**src/rtl/rv8_pipe_pkg.sv**
```systemverilog
// Shared constants for the 8-bit RISC-V pipeline: ALU control codes, ALUOp and funct3 encodings.
package rv8_pipe_pkg;

  localparam logic [3:0] ALU_AND     = 4'b0000;
  localparam logic [3:0] ALU_OR      = 4'b0001;
  localparam logic [3:0] ALU_ADD     = 4'b0010;
  localparam logic [3:0] ALU_SUB     = 4'b0110;
  localparam logic [3:0] ALU_ILLEGAL = 4'b1111;

  localparam logic [1:0] ALUOP_MEM    = 2'b00;
  localparam logic [1:0] ALUOP_BRANCH = 2'b01;
  localparam logic [1:0] ALUOP_RTYPE  = 2'b10;
  localparam logic [1:0] ALUOP_ITYPE  = 2'b11;

  localparam logic [2:0] F3_ADDSUB = 3'b000;
  localparam logic [2:0] F3_OR     = 3'b110;
  localparam logic [2:0] F3_AND    = 3'b111;

endpackage

```
**src/rtl/alu_ctrl_decode.sv**
```systemverilog
// Combinational ALUOp/funct3/funct7[5] to ALU control decode with an illegal-encoding flag.
module alu_ctrl_decode
  import rv8_pipe_pkg::*;
(
  input  logic [1:0] alu_op,
  input  logic [2:0] funct3,
  input  logic       funct7b5,
  output logic [3:0] alu_control,
  output logic       illegal
);

  always_comb begin
    alu_control = ALU_ADD;
    illegal     = 1'b0;
    case (alu_op)
      ALUOP_MEM:    alu_control = ALU_ADD;
      ALUOP_BRANCH: alu_control = ALU_SUB;
      default: begin
        case (funct3)
          // Only R-type honours bit 30; there is no subtract-immediate.
          F3_ADDSUB: alu_control = (alu_op == ALUOP_RTYPE && funct7b5) ? ALU_SUB : ALU_ADD;
          F3_AND:    alu_control = ALU_AND;
          F3_OR:     alu_control = ALU_OR;
          default: begin
            alu_control = ALU_ILLEGAL;
            illegal     = 1'b1;
          end
        endcase
      end
    endcase
  end

endmodule

```
**src/rtl/id_ex_alu_ctrl.sv**
```systemverilog
// ID/EX register: decodes the ALU control code and registers it with operands, rd and write enable.
module id_ex_alu_ctrl
  import rv8_pipe_pkg::*;
#(
  parameter int DATA_W = 8,
  parameter int REG_AW = 5
) (
  input  logic              clk,
  input  logic              rst_n,
  input  logic              id_valid,
  input  logic [1:0]        id_alu_op,
  input  logic [2:0]        id_funct3,
  input  logic              id_funct7b5,
  input  logic [DATA_W-1:0] id_data1,
  input  logic [DATA_W-1:0] id_data2,
  input  logic [REG_AW-1:0] id_rd,
  input  logic              id_reg_write,
  input  logic              stall,
  input  logic              flush,
  output logic              ex_valid,
  output logic [3:0]        ex_alu_control,
  output logic [DATA_W-1:0] ex_data1,
  output logic [DATA_W-1:0] ex_data2,
  output logic [REG_AW-1:0] ex_rd,
  output logic              ex_reg_write,
  output logic              illegal_op,
  output logic [7:0]        illegal_count
);

  logic [3:0] dec_code;
  logic       dec_illegal;

  alu_ctrl_decode u_decode (
    .alu_op      (id_alu_op),
    .funct3      (id_funct3),
    .funct7b5    (id_funct7b5),
    .alu_control (dec_code),
    .illegal     (dec_illegal)
  );

  function automatic logic [7:0] sat_inc(input logic [7:0] c);
    return (c == 8'hFF) ? c : c + 8'd1;
  endfunction

  // ID -> EX boundary: flush beats stall, stall beats load; invalid ID loads a bubble.
  always_ff @(posedge clk or negedge rst_n) begin
    if (!rst_n) begin
      ex_valid       <= 1'b0;
      ex_alu_control <= ALU_ADD;
      ex_data1       <= '0;
      ex_data2       <= '0;
      ex_rd          <= '0;
      ex_reg_write   <= 1'b0;
      illegal_op     <= 1'b0;
      illegal_count  <= 8'd0;
    end else if (flush || (!stall && !id_valid)) begin
      ex_valid       <= 1'b0;
      ex_alu_control <= ALU_ADD;
      ex_data1       <= '0;
      ex_data2       <= '0;
      ex_rd          <= '0;
      ex_reg_write   <= 1'b0;
      illegal_op     <= 1'b0;
    end else if (!stall) begin
      ex_valid       <= 1'b1;
      ex_alu_control <= dec_code;
      ex_data1       <= id_data1;
      ex_data2       <= id_data2;
      ex_rd          <= id_rd;
      ex_reg_write   <= id_reg_write & ~dec_illegal;
      illegal_op     <= dec_illegal;
      if (dec_illegal) illegal_count <= sat_inc(illegal_count);
    end
  end

endmodule

```
**config.mk**
```make
export PLATFORM = sky130hd
export DESIGN_NAME = id_ex_alu_ctrl
export DESIGN_NICKNAME = d
export VERILOG_FILES = /design/src/rtl/rv8_pipe_pkg.sv /design/src/rtl/alu_ctrl_decode.sv /design/src/rtl/id_ex_alu_ctrl.sv
export SDC_FILE = /design/constraint.sdc
export NUM_CORES = 1
export LEC_CHECK = 0
export CAP_MARGIN = 0
export CORE_MARGIN = 1.5
export CORE_UTILIZATION = 34
export CTS_BUF_LIST = sky130_fd_sc_hd__clkbuf_4 sky130_fd_sc_hd__clkbuf_8
export DETAILED_ROUTE_END_ITERATION = 10
export PLACE_DENSITY = 0.68
export SLEW_MARGIN = 0
export SYNTH_ARGS = -nofsm -noshare
export SYNTH_HDL_FRONTEND = slang
export SYNTH_HIERARCHICAL = 1
export SYNTH_SLANG_ARGS = --single-unit
```
**constraint.sdc**
```tcl
create_clock -name clk -period 1.3 [get_ports clk]
set_input_delay 0.26 -clock clk [delete_from_list [all_inputs] [get_ports clk]]
set_output_delay 0.26 -clock clk [all_outputs]
set_load 0.05 [all_outputs]
```
==> summary.txt, run 1 <==
Synthesis
  • Number of unique standard cell types used by synthesis: 28
  • Synth Area per Inst: 13.3 µm²
  • Number of instances in the synthesized netlist: 110
  • Cell type with the highest aggregate area in the netlist: dfrtp_1
  • Share of Yosys cell area claimed by the top area cell type: 60.0%
  • Number of warnings issued by yosys: 6
  • Number of enable flip-flop cells after synthesis: 0
  • Fraction of the yosys area taken by sequential cells: 61.8%
  • Synthesized net count: 144
  • Post-synthesis async set-or-reset flop share: 100%
  • Mapped Area: 0.00146 mm²
  • Main area contributors after synthesis: dfrtp_1, a22o_1, xnor2_1
  • Most frequently used flop master after synthesis: dfrtp_1
  • Flop and latch count out of synthesis: 36

Timing
  • Setup repair after global routing missed its margin: yes
  • Smallest setup slack after layout: -136 ps
  • Ratio of final minimum period to clock period: 110%
  • Worst-margin pin slew: 368 ps
  • Fmax achieved: 697 MHz
  • Final max-slew violation count: 0
  • Final critical-path required period: 1440 ps
  • Max Clock Skew: 10.1 ps
  • Worst relative slew slack: 75.5%
  • Number of hold-slack violations in the final timing report: 0
  • Count of endpoints failing setup in the final report: 5

Placement
  • # port buffers: 68
  • Estimated wirelength of the detail-placed design: 3.16 mm
  • GP Congestion: 0.774

Floorplanning
  • Number of ports placed on the die boundary: 69
  • Starting utilization of the core area: 36.0%
  • Core Area: 0.00406 mm²
  • Total Die Area: 0.00470 mm²
  • Site Rows: 23
  • Y dimension of the die: 68.5 µm
  • Die width: 68.5 µm

Critical path
  • Start point of the critical path: illegal_count[1]
  • Critical path capture point type: flop
  • Endpoint of the worst setup timing path: illegal_count[5]
  • Flop-to-flop setup slack: -140 ps
  • Startpoint-to-endpoint class of the critical path: reg2reg
  • CP Data Arrival Time: 1600 ps
  • CP max FO: 4
  • Sort of element at the start of the critical path: flop
  • R2R Path End: illegal_count[5]
  • Required time reported for the critical path endpoint: 1460 ps
  • Crit Reg-Reg Startpoint: illegal_count[1]
  • Length in cells of the worst reg-to-reg path: 6

Clock tree
  • Clock slew seen by the registers of the worst setup and hold paths: 70 ps
  • Number of clock sinks: 36
  • Clock latency on the worst-skew pair: 290 ps
  • CTS H-tree depth: 2
  • CTS tree: done
  • Clk buf depth: 2
  • Buffer type at the clock tree root: clkbuf_8
  • Num CTS Buffers: 5

Final layout
  • Post-synthesis to final-layout area growth: 102%
  • Share of layout cells above drive strength 1: 48.3%
  • Final Net Count: 244
  • Core Util, Final: 72.7%
  • Fillers: 256
  • Total area of multi-input combinational cells: 587 µm²
  • Area taken by flip-flops and latches: 912 µm²
  • Number of antenna repair diodes: 0

Worst hold path
  • Path type of the worst min-delay path: in2reg

Power
  • Power density relative to cell area: 1140 mW/mm²
  • Worst ir drop on vdd: 0.994 mV
  • Leakage dissipation: 1.35 nW
  • Pwr Total: 3.36 mW

Drt
  • Total via count in the routed design: 1,308
  • Pre-antenna DRT Iters: 4
  • Average wire length per cell after detail routing: 16.8 µm
  • Routed wire length: 4.37 mm
  • Count of unresolved DRC violations after routing: 0
  • Post-DR vias/cell: 5.01
  • Final ANT Viol Nets: 0
  • Iteration-0 DRC count of the detailed router: 51

Global routing
  • Number of global-route vias before repair: 1,392
  • GR Util All Layers: 20.6%
  • Maximum number of pins on one net before global-route repair: 19
  • Initial antenna violation count: 0
  • Wire length of the first global-routing pass: 6.96 mm
  • Congestion Overflow GR: 0

Flow run
  • Reported max-cap violation count: 0

Outcome
  • Status: finished, violations left
  • Violations in the final reports: negative setup slack
## layer usage
metal	global-route usage, %	vias up	wire length [µm]
met4	6.50	0	31
met3	4.71	3	345
met1	25.8	631	1780
li1	-	608	-
met5	0	-	0
met2	35.2	66	2210
## flip-flops by register name (all words and copies together), names as in the netlist
signal and cells:
illegal_op 1, ex_valid 1, ex_alu_control 4, ex_data1 8
illegal_count 8, ex_rd 5, ex_reg_write 1, ex_data2 8
## metrics by stage
stage	worst slack [ps]	instance area [µm²]	hold slack, ps	std cells	TNS, ps
5_1_grt	-201	2950	447	261	-890
3_3_place_gp	-590	2760	185	245	-10630
6_report	-136	2950	379	261	-575
4_1_cts	-112	2920	375	259	-554
3_5_place_dp	-690	2760	192	245	-12230
2_1_floorplan	-329	1500	-35.6	110	-1450
## kinds of logic (layout without fill, tap and decap cells)
logic type,count (synthesis),count (layout),share of synthesized area (%)
AO/OA/AOI/OAI,33,33,19.9
XOR/XNOR,6,6,3.60
adder cells (fa/ha/maj),1,1,0.857
buffers and inverters,12,113,3.68
flip-flops,36,36,61.8
multiplexers,3,3,2.23
AND/OR/NAND/NOR,19,19,7.97
## cells in the final DEF (no fill, tap or decap), drive strengths merged, types with 2 or more instances in the layout
| cell | netlist | final |
|---|---|---|
| xor2 | 2 | 2 |
| a22o | 25 | 25 |
| dfrtp | 35 | 35 |
| nand2b | 2 | 2 |
| inv | 5 | 5 |
| nor2 | 3 | 3 |
| xnor2 | 4 | 4 |
| a31oi | 2 | 2 |
| nor3 | 3 | 3 |
| buf | 6 | 68 |
| clkdlybuf4s50 | 0 | 24 |
| nand3 | 4 | 4 |
| mux2 | 2 | 2 |
| nand4 | 2 | 2 |
| clkbuf | 1 | 9 |
| o21ai | 2 | 2 |
| dlygate4sd2 | 0 | 5 |
| nand2 | 2 | 2 |
## worst max-delay path, stage by stage (launching register included)
cell	delay, ps
dfrtp_2	390
ha_4	160
nand2_4	60
o311ai_4	330
buf_6	170
nor3_2	50
xor2_1	160
## what timing repair did
item / CTS / global route
setup buffers: 6 / 2
endpoints found under the hold margin: 14 / 0
setup endpoints to repair: 11 / 10
pin swaps: 9 / 2
hold buffers: 1 / 0
resized for setup: 15 / 8
## power breakdown
part           total, mW  leakage, nW  internal (mW)  switching [mW]
Combinational       1.26        0.839          0.656           0.606
Sequential          1.31        0.466           1.21          0.0946
Clock              0.790       0.0491          0.417           0.373
## synth_stat cells, types with 2 or more instances
cell / instances
xnor2_1: 4
nand2b_1: 2
a31oi_1: 2
buf_2: 4
nand3_1: 4
dfrtp_1: 35
mux2_2: 2
a22o_1: 25
inv_1: 5
nand4_1: 2
nor2_1: 3
nor3_1: 3
nand2_1: 2
o21ai_0: 2
xor2_1: 2
## worst min path at each step
| stage | start | endpoint | slack (ps) | cells after the start |
|---|---|---|---|---|
| 3_3_place_gp | rst_n | ex_rd[4] | 190 | 1 |
| 6_report | id_valid | ex_valid | 380 | 3 |
| 3_5_place_dp | rst_n | ex_rd[4] | 190 | 1 |
| 2_1_floorplan | rst_n | ex_alu_control[0] | -40 | 0 |
| 4_1_cts | id_valid | ex_valid | 380 | 3 |
| 5_1_grt | rst_n | ex_rd[4] | 450 | 2 |
## cell type report
class	instances	share of cell area, %
Timing Repair Buffer	100	43.5
Sequential cell	36	30.9
Multi-Input combinational cell	62	19.9
Clock buffer	7	2.84
Tap cell	50	2.12
Inverter	5	0.636
Clock inverter	1	0.170
No activity file was read; power rests on OpenSTA's default activity.
==> inputs of run 2 (changes only) <==
--- a/config.mk
+++ b/config.mk
@@ -10,6 +10,7 @@
 export CORE_UTILIZATION = 34
 export CTS_BUF_LIST = sky130_fd_sc_hd__clkbuf_4 sky130_fd_sc_hd__clkbuf_8
 export DETAILED_ROUTE_END_ITERATION = 10
+export GPL_TIMING_DRIVEN = 0
 export PLACE_DENSITY = 0.68
 export SLEW_MARGIN = 0
 export SYNTH_ARGS = -nofsm -noshare
==> summary.txt, run 2 (synthesized netlist as in run 1, its figures left out) <==
Outcome
  • Status: finished, violations left
  • Violations in the final reports: negative setup slack

Critical path
  • Start point of the critical path: illegal_count[0]
  • Length in cells of the worst reg-to-reg path: 5 (-1)
  • CP max FO: 4 (unchanged)
  • Critical Path Slowest Stage Cell: dfrtp_2
  • Flop-to-flop setup slack: -220 ps (-90 ps)
  • Sort of element at the start of the critical path: flop
  • Slowest Stage Delay on Critical Path: 390 ps (about the same)
  • Critical path capture point type: flop
  • Endpoint of the worst setup timing path: illegal_count[1]
  • Startpoint-to-endpoint class of the critical path: reg2reg
  • Required time reported for the critical path endpoint: 1460 ps (about the same)
  • Crit Reg-Reg Startpoint: illegal_count[0]
  • R2R Path End: illegal_count[1]
  • CP Data Arrival Time: 1680 ps (+80 ps)
  • Worst-path cell chain: ha_4, nand2_4, o311ai_4, buf_4, mux2_4

Power
  • P_sw: 0.989 mW (-7.8%)
  • Sw Ratio: 32.3% (+0.36 points)
  • Pwr Total: 3.06 mW (-8.9%)
  • Leakage dissipation: 1.17 nW (-13%)
  • Power density relative to cell area: 1280 mW/mm² (+12%)
  • Combinational power share: 30.3% (-7.3 points)
  • Worst ir drop on vdd: 1.33 mV (+33%)
  • Share of total power in sequential cells: 42.6% (+3.7 points)
  • Clk pwr share: 27.2% (+3.7 points)
  • Cell Int Power: 2.07 mW (-9.3%)

Timing
  • Final critical-path required period: 1520 ps (+86.8 ps)
  • Setup repair after global routing missed its margin: yes
  • Setup tns final: -1160 ps (-584 ps)
  • Count of endpoints failing setup in the final report: 8 (+3)
  • Ratio of final minimum period to clock period: 117% (+6.7 points)
  • Number of hold-slack violations in the final timing report: 0 (unchanged)
  • Max Clock Skew: 3.19 ps (-6.94 ps)
  • Worst-margin pin slew: 778 ps (+410 ps)
  • Final max-slew violation count: 0 (unchanged)
  • Worst relative slew slack: 48.1% (-27 points)
  • Fmax achieved: 657 MHz (-5.7%)
  • Smallest setup slack after layout: -222 ps (-86.8 ps)

Final layout
  • Summed area of non-filler cells in the final layout: 0.00240 mm² (-19%)
  • Leading cell types in the layout, fill and taps excluded: dfrtp_1, buf_2, a22o_1
  • Registers with the most flip-flops: ex_data1 x8, ex_data2 x8, illegal_count x8
  • Fillers: 357 (+39%)
  • Final Net Count: 231 (-5.3%)
  • Number of antenna repair diodes: 0 (unchanged)
  • Core Util, Final: 59.1% (-14 points)
  • Share of layout cells above drive strength 1: 43.9% (-4.4 points)
  • Most common cell after layout, fill and taps aside: dfrtp_1
  • Post-synthesis to final-layout area growth: 64.2%
  • Final instance count without filler cells: 248 (-5.0%)

Floorplanning
  • Y dimension of the die: 68.5 µm (unchanged)
  • Number of ports placed on the die boundary: 69 (unchanged)
  • Core Area: 0.00406 mm² (unchanged)
  • Total Die Area: 0.00470 mm² (unchanged)
  • Starting utilization of the core area: 36.0% (unchanged)
  • Site Rows: 23 (unchanged)
  • Die width: 68.5 µm (unchanged)

Global routing
  • Maximum number of pins on one net before global-route repair: 37 (+18)
  • GR Util All Layers: 17.3% (-3.3 points)
  • Initial antenna violation count: 0 (unchanged)
  • Number of global-route vias before repair: 1,229 (-12%)
  • Wire length of the first global-routing pass: 5.84 mm (-16%)
  • Congestion Overflow GR: 0 (unchanged)

Drt
  • Iteration-0 DRC count of the detailed router: 58 (+14%)
  • Average wire length per cell after detail routing: 15.3 µm (-8.7%)
  • Total via count in the routed design: 1,226 (-6.3%)
  • Post-DR vias/cell: 4.94 (-1.4%)
  • Routed wire length: 3.79 mm (-13%)
  • Final ANT Viol Nets: 0 (unchanged)
  • Pre-antenna DRT Iters: 4 (unchanged)
  • Count of unresolved DRC violations after routing: 0 (unchanged)

Placement
  • # port buffers: 68 (unchanged)
  • Estimated wirelength of the detail-placed design: 2.54 mm (-20%)
  • Placed insts: 228 (-6.9%)
  • Cell area after placement: 0.00224 mm² (-19%)
  • GP Congestion: 0.733 (-5.3%)

Clock tree
  • Clock latency on the worst-skew pair: 280 ps (about the same)
  • CTS tree: done
  • Num CTS Buffers: 5 (unchanged)
  • Hold-fix buffers, CTS: 0 (-1)
  • Number of clock sinks: 36 (unchanged)
  • Buffer type at the clock tree root: clkbuf_8
  • Clk buf depth: 2 (unchanged)
  • Clock slew seen by the registers of the worst setup and hold paths: 70 ps (about the same)
  • CTS H-tree depth: 2 (unchanged)

Worst hold path
  • Path type of the worst min-delay path: in2async

Flow run
  • Reported max-cap violation count: 0 (unchanged)
run 2: worst min-delay path by stage:
stage                                 start                end  slack, ps
after detailed placement              rst_n        ex_data2[4]        380
after global routing                  rst_n        ex_data2[3]        110
after floorplan                       rst_n  ex_alu_control[0]        -40
final                                 rst_n         illegal_op         60
after CTS                             rst_n           ex_rd[2]         80
after global placement    ex_alu_control[1]  ex_alu_control[1]        460
run 2: metrics by stage:
step / hold slack [ps] / worst slack, ps
3_3_place_gp: 463 / -897
3_5_place_dp: 383 / -927
5_1_grt: 112 / -282
2_1_floorplan: -35.6 / -329
4_1_cts: 78.4 / -267
6_report: 60.5 / -222
run 2: worst max-delay path: cells and delay by family (launching register included):
kind	cells	cell delay [ps]
mux	1	290
buf+inv	1	180
fa+ha+maj	1	150
simple gates	1	60
compound gates	1	330
flops	1	390
run 2: routing by layer:
layer	GRT usage [%]	part of all wire, %	up-vias
met4	4.50	0.21	0
met3	5.36	8.0	2
met5	0	0	-
li1	-	-	585
met2	29.0	48	54
met1	21.8	44	585
run 2: area by class of cell:
class	instances	area [µm²]	share of cell area, %
timing repair buffer	80	666	27.8
multi-input combinational	62	594	24.8
sequential	36	912	38.0
tap	50	62.6	2.61
inverter	5	18.8	0.783
clock buffer	8	97.6	4.07
buffer	7	46.3	1.93
run 2: power groups by stage:
| stage | Sequential [mW] | Combinational (mW) | Clock [mW] |
|---|---|---|---|
| floorplan | 1.62 | 0.203 | 0 |
| CTS | 1.31 | 0.886 | 0.861 |
| detailed placement | 1.34 | 0.838 | 0 |
| global placement | 1.34 | 0.824 | 0 |
| global route | 1.31 | 0.986 | 0.930 |
| finish | 1.30 | 0.927 | 0.833 |
run 2: timing repair:
item / CTS / global route
gates resized for setup: 147 / 44
hold endpoints to repair: 0 / 0
setup endpoints to repair: 67 / 46
pin swaps: 8 / 6
buffers inserted: 9 / 4
==> inputs of run 3 (changes only) <==
--- a/config.mk
+++ b/config.mk
@@ -5,14 +5,15 @@
 export SDC_FILE = /design/constraint.sdc
 export NUM_CORES = 1
 export LEC_CHECK = 0
+export ABC_AREA = 1
+export ABC_CLOCK_PERIOD_IN_PS = 1300
 export CAP_MARGIN = 0
 export CORE_MARGIN = 1.5
 export CORE_UTILIZATION = 34
 export CTS_BUF_LIST = sky130_fd_sc_hd__clkbuf_4 sky130_fd_sc_hd__clkbuf_8
 export DETAILED_ROUTE_END_ITERATION = 10
 export GPL_TIMING_DRIVEN = 0
-export PLACE_DENSITY = 0.68
-export SLEW_MARGIN = 0
+export PLACE_DENSITY = 0.64
 export SYNTH_ARGS = -nofsm -noshare
 export SYNTH_HDL_FRONTEND = slang
 export SYNTH_HIERARCHICAL = 1
==> summary.txt, run 3 <==
Synthesis
  • Cell with the most instances after synthesis: nand2_1
  • Synth Area per Inst: 8.44 µm² (-36%)
  • Number of unique standard cell types used by synthesis: 26 (-7.1%)
  • Cell types with the highest counts after synthesis: nand2_1, dfrtp_1, nand3_1, inv_1, nor2_1
  • Mapped Area: 0.00178 mm² (+22%)
  • Most frequently used flop master after synthesis: dfrtp_1
  • Synthesized net count: 245 (+70%)
  • Number of enable flip-flop cells after synthesis: 0 (unchanged)
  • Post-synthesis async set-or-reset flop share: 100% (unchanged)
  • Cell type with the highest aggregate area in the netlist: dfrtp_1
  • Number of warnings issued by yosys: 6 (unchanged)
  • Main area contributors after synthesis: dfrtp_1, nand2_1, nand3_1
  • Share of Yosys cell area claimed by the top area cell type: 49.2% (-11 points)
  • Flop and latch count out of synthesis: 36 (unchanged)
  • Fraction of the yosys area taken by sequential cells: 50.7% (-11 points)
  • Number of instances in the synthesized netlist: 211 (+92%)

Outcome
  • Status: finished clean

Drt
  • Detailed-route wire length on metal 1: 1.86 mm (+12%)
  • Iteration-0 DRC count of the detailed router: 56 (-3.4%)
  • Total via count in the routed design: 1,636 (+33%)
  • Max Used Layer: met4
  • Routed wire length: 4.14 mm (+9.2%)
  • Wire length on met2: 1.99 mm (+8.9%)
  • Pre-antenna DRT Iters: 4 (unchanged)
  • Met3 wirelength from detailed routing: 239 µm (-21%)
  • Count of unresolved DRC violations after routing: 0 (unchanged)
  • Final ANT Viol Nets: 0 (unchanged)
  • Average wire length per cell after detail routing: 11.4 µm (-26%)
  • Post-DR vias/cell: 4.48 (-9.3%)

Critical path
  • Startpoint-to-endpoint class of the critical path: reg2out
  • Critical Path Slowest Stage Cell: clkdlybuf4s15_2
  • Flop-to-flop setup slack: 110 ps (+330 ps)
  • Required time reported for the critical path endpoint: 1040 ps (-420 ps)
  • Worst-path cell chain: clkdlybuf4s15_2
  • CP Data Arrival Time: 1020 ps (-660 ps)
  • CP max FO: 2 (-2)
  • Slowest Stage Delay on Critical Path: 380 ps (about the same)
  • Total buffers and inverters traversed by the critical path: 1 (unchanged)
  • Critical path capture point type: primary output
  • Sort of element at the start of the critical path: flop
  • Largest delay share family, worst path: buffers and inverters

Timing
  • Fmax achieved: 783 MHz (+19%)
  • Final max-slew violation count: 0 (unchanged)
  • Count of endpoints failing setup in the final report: 0 (-8)
  • Max Clock Skew: 2.91 ps (-0.286 ps)
  • Worst-margin pin slew: 813 ps (+35.2 ps)
  • Number of hold-slack violations in the final timing report: 0 (unchanged)
  • Setup tns final: 0 ps (+1160 ps)
  • Final critical-path required period: 1280 ps (-246 ps)
  • Ratio of final minimum period to clock period: 98.2% (-19 points)
  • Worst relative slew slack: 45.8% (-2.3 points)
  • Setup repair after global routing missed its margin: no

Clock tree
  • Clk buf depth: 2 (unchanged)
  • CTS tree: done
  • Hold-fix buffers, CTS: 0 (unchanged)
  • CTS H-tree depth: 2 (unchanged)
  • Number of clock sinks: 36 (unchanged)
  • Buffer type at the clock tree root: clkbuf_8
  • Clock slew seen by the registers of the worst setup and hold paths: 60 ps (about the same)
  • Num CTS Buffers: 5 (unchanged)
  • Clock latency on the worst-skew pair: 280 ps (about the same)

Global routing
  • GR Util All Layers: 15.8% (-1.6 points)
  • Wire length of the first global-routing pass: 6.75 mm (+15%)
  • Maximum number of pins on one net before global-route repair: 37 (unchanged)
  • Initial antenna violation count: 0 (unchanged)
  • Number of global-route vias before repair: 1,481 (+21%)
  • Congestion Overflow GR: 0 (unchanged)

Final layout
  • Post-synthesis to final-layout area growth: 48.1%
  • Number of antenna repair diodes: 0 (unchanged)
  • Final Net Count: 328 (+42%)
  • Most common cell after layout, fill and taps aside: nand2_1
  • Leading cell types in the layout, fill and taps excluded: nand2_1, dfrtp_1, clkdlybuf4s50_1
  • Registers with the most flip-flops: ex_data1 x8, ex_data2 x8, illegal_count x8
  • Total area of multi-input combinational cells: 768 µm² (+29%)
  • Area taken by flip-flops and latches: 908 µm² (-0.41%)
  • Fillers: 539 (+51%)
  • Share of layout cells above drive strength 1: 30.8% (-13 points)

Power
  • Pwr Total: 2.91 mW (-5.0%)
  • Power density relative to cell area: 1100 mW/mm² (-14%)
  • Leakage dissipation: 1.39 nW (+18%)
  • Worst ir drop on vdd: 0.516 mV (-61%)

Floorplanning
  • Number of ports placed on the die boundary: 69 (unchanged)
  • Total Die Area: 0.00568 mm² (+21%)
  • Die width: 75.4 µm (+10%)
  • Core Area: 0.00507 mm² (+25%)
  • Starting utilization of the core area: 35.1% (-0.90 points)
  • Y dimension of the die: 75.4 µm (+10%)
  • Site Rows: 26 (+13%)

Placement
  • GP Congestion: 0.814 (+11%)
  • # port buffers: 68 (unchanged)
  • Estimated wirelength of the detail-placed design: 2.90 mm (+14%)

Flow run
  • Reported max-cap violation count: 0 (unchanged)

Worst hold path
  • Path type of the worst min-delay path: in2async
run 3: changes by cell type in the layout (fill, tap and decap cells not counted), moves of 4 or more:
cell,previous run,this run
nor2_1,3,9
dlymetal6s2s_1,0,4
inv_2,0,6
a22o_1,25,0
buf_2,26,22
nand3_2,0,9
nand3_1,4,23
dlygate4sd2_1,6,2
nand2_1,1,92
run 3: what timing repair did:
action	CTS	global route
pin swaps	2	5
buffers inserted	4	3
resized for setup	131	43
setup endpoints to repair	44	48
cloned	1	0
run 3: cell type report:
type | instances | area share (%)
Buffer | 7 | 2.47
Clock buffer | 8 | 3.70
Inverter | 17 | 2.80
Multi-Input combinational cell | 152 | 29.1
Sequential cell | 36 | 34.4
Tap cell | 70 | 3.32
Timing Repair Buffer | 75 | 24.1
run 3: path summary, 6_finish.rpt:
kind / endpoint / start / cells after the start
max in group asynchronous: illegal_count[5] / rst_n / 1
min in group clk: ex_alu_control[0] / id_alu_op[1] / 5
min reg2reg: ex_rd[1] / ex_rd[1] / 2
min: illegal_count[0] / rst_n / 1
max reg2reg: illegal_count[4] / illegal_count[1] / 8
max: illegal_op / illegal_op / 1
run 3: logic make-up after synthesis:
group | Yosys count | share of synthesized area, %
xor gates and xnor gates | 3 | 1.48
buffers and inverters | 24 | 7.66
AOI/OAI and AO/OA | 6 | 2.32
and+or+nand+nor | 141 | 37.2
DFF | 36 | 50.7
adders and majority gates | 1 | 0.703
run 3: stage by stage:
step           hold slack (ps)  cells  worst slack, ps  area, µm²  util [%]
2_1_floorplan            -35.6    211            -26.2       1800         -
3_3_place_gp               460    349            -1030       2570      50.6
3_5_place_dp               400    349             -428       2560      50.5
4_1_cts                   87.2    362            0.811       2690      53.0
5_1_grt                    125    365           0.0430       2640      52.0
6_report                  70.6    365             23.6       2640      52.0
run 3: per-layer routing:
layer / vias up / global-route usage [%]
met5: - / 0
met3: 5 / 4.23
li1: 829 / -
met1: 759 / 19.5
met4: 0 / 4.76
met2: 43 / 27.0
run 3: where the power goes:
| part | internal (mW) | leakage, nW | switching [mW] |
|---|---|---|---|
| logic | 0.279 | 0.858 | 0.500 |
| registers | 1.20 | 0.476 | 0.0875 |
| clock network | 0.474 | 0.0523 | 0.366 |
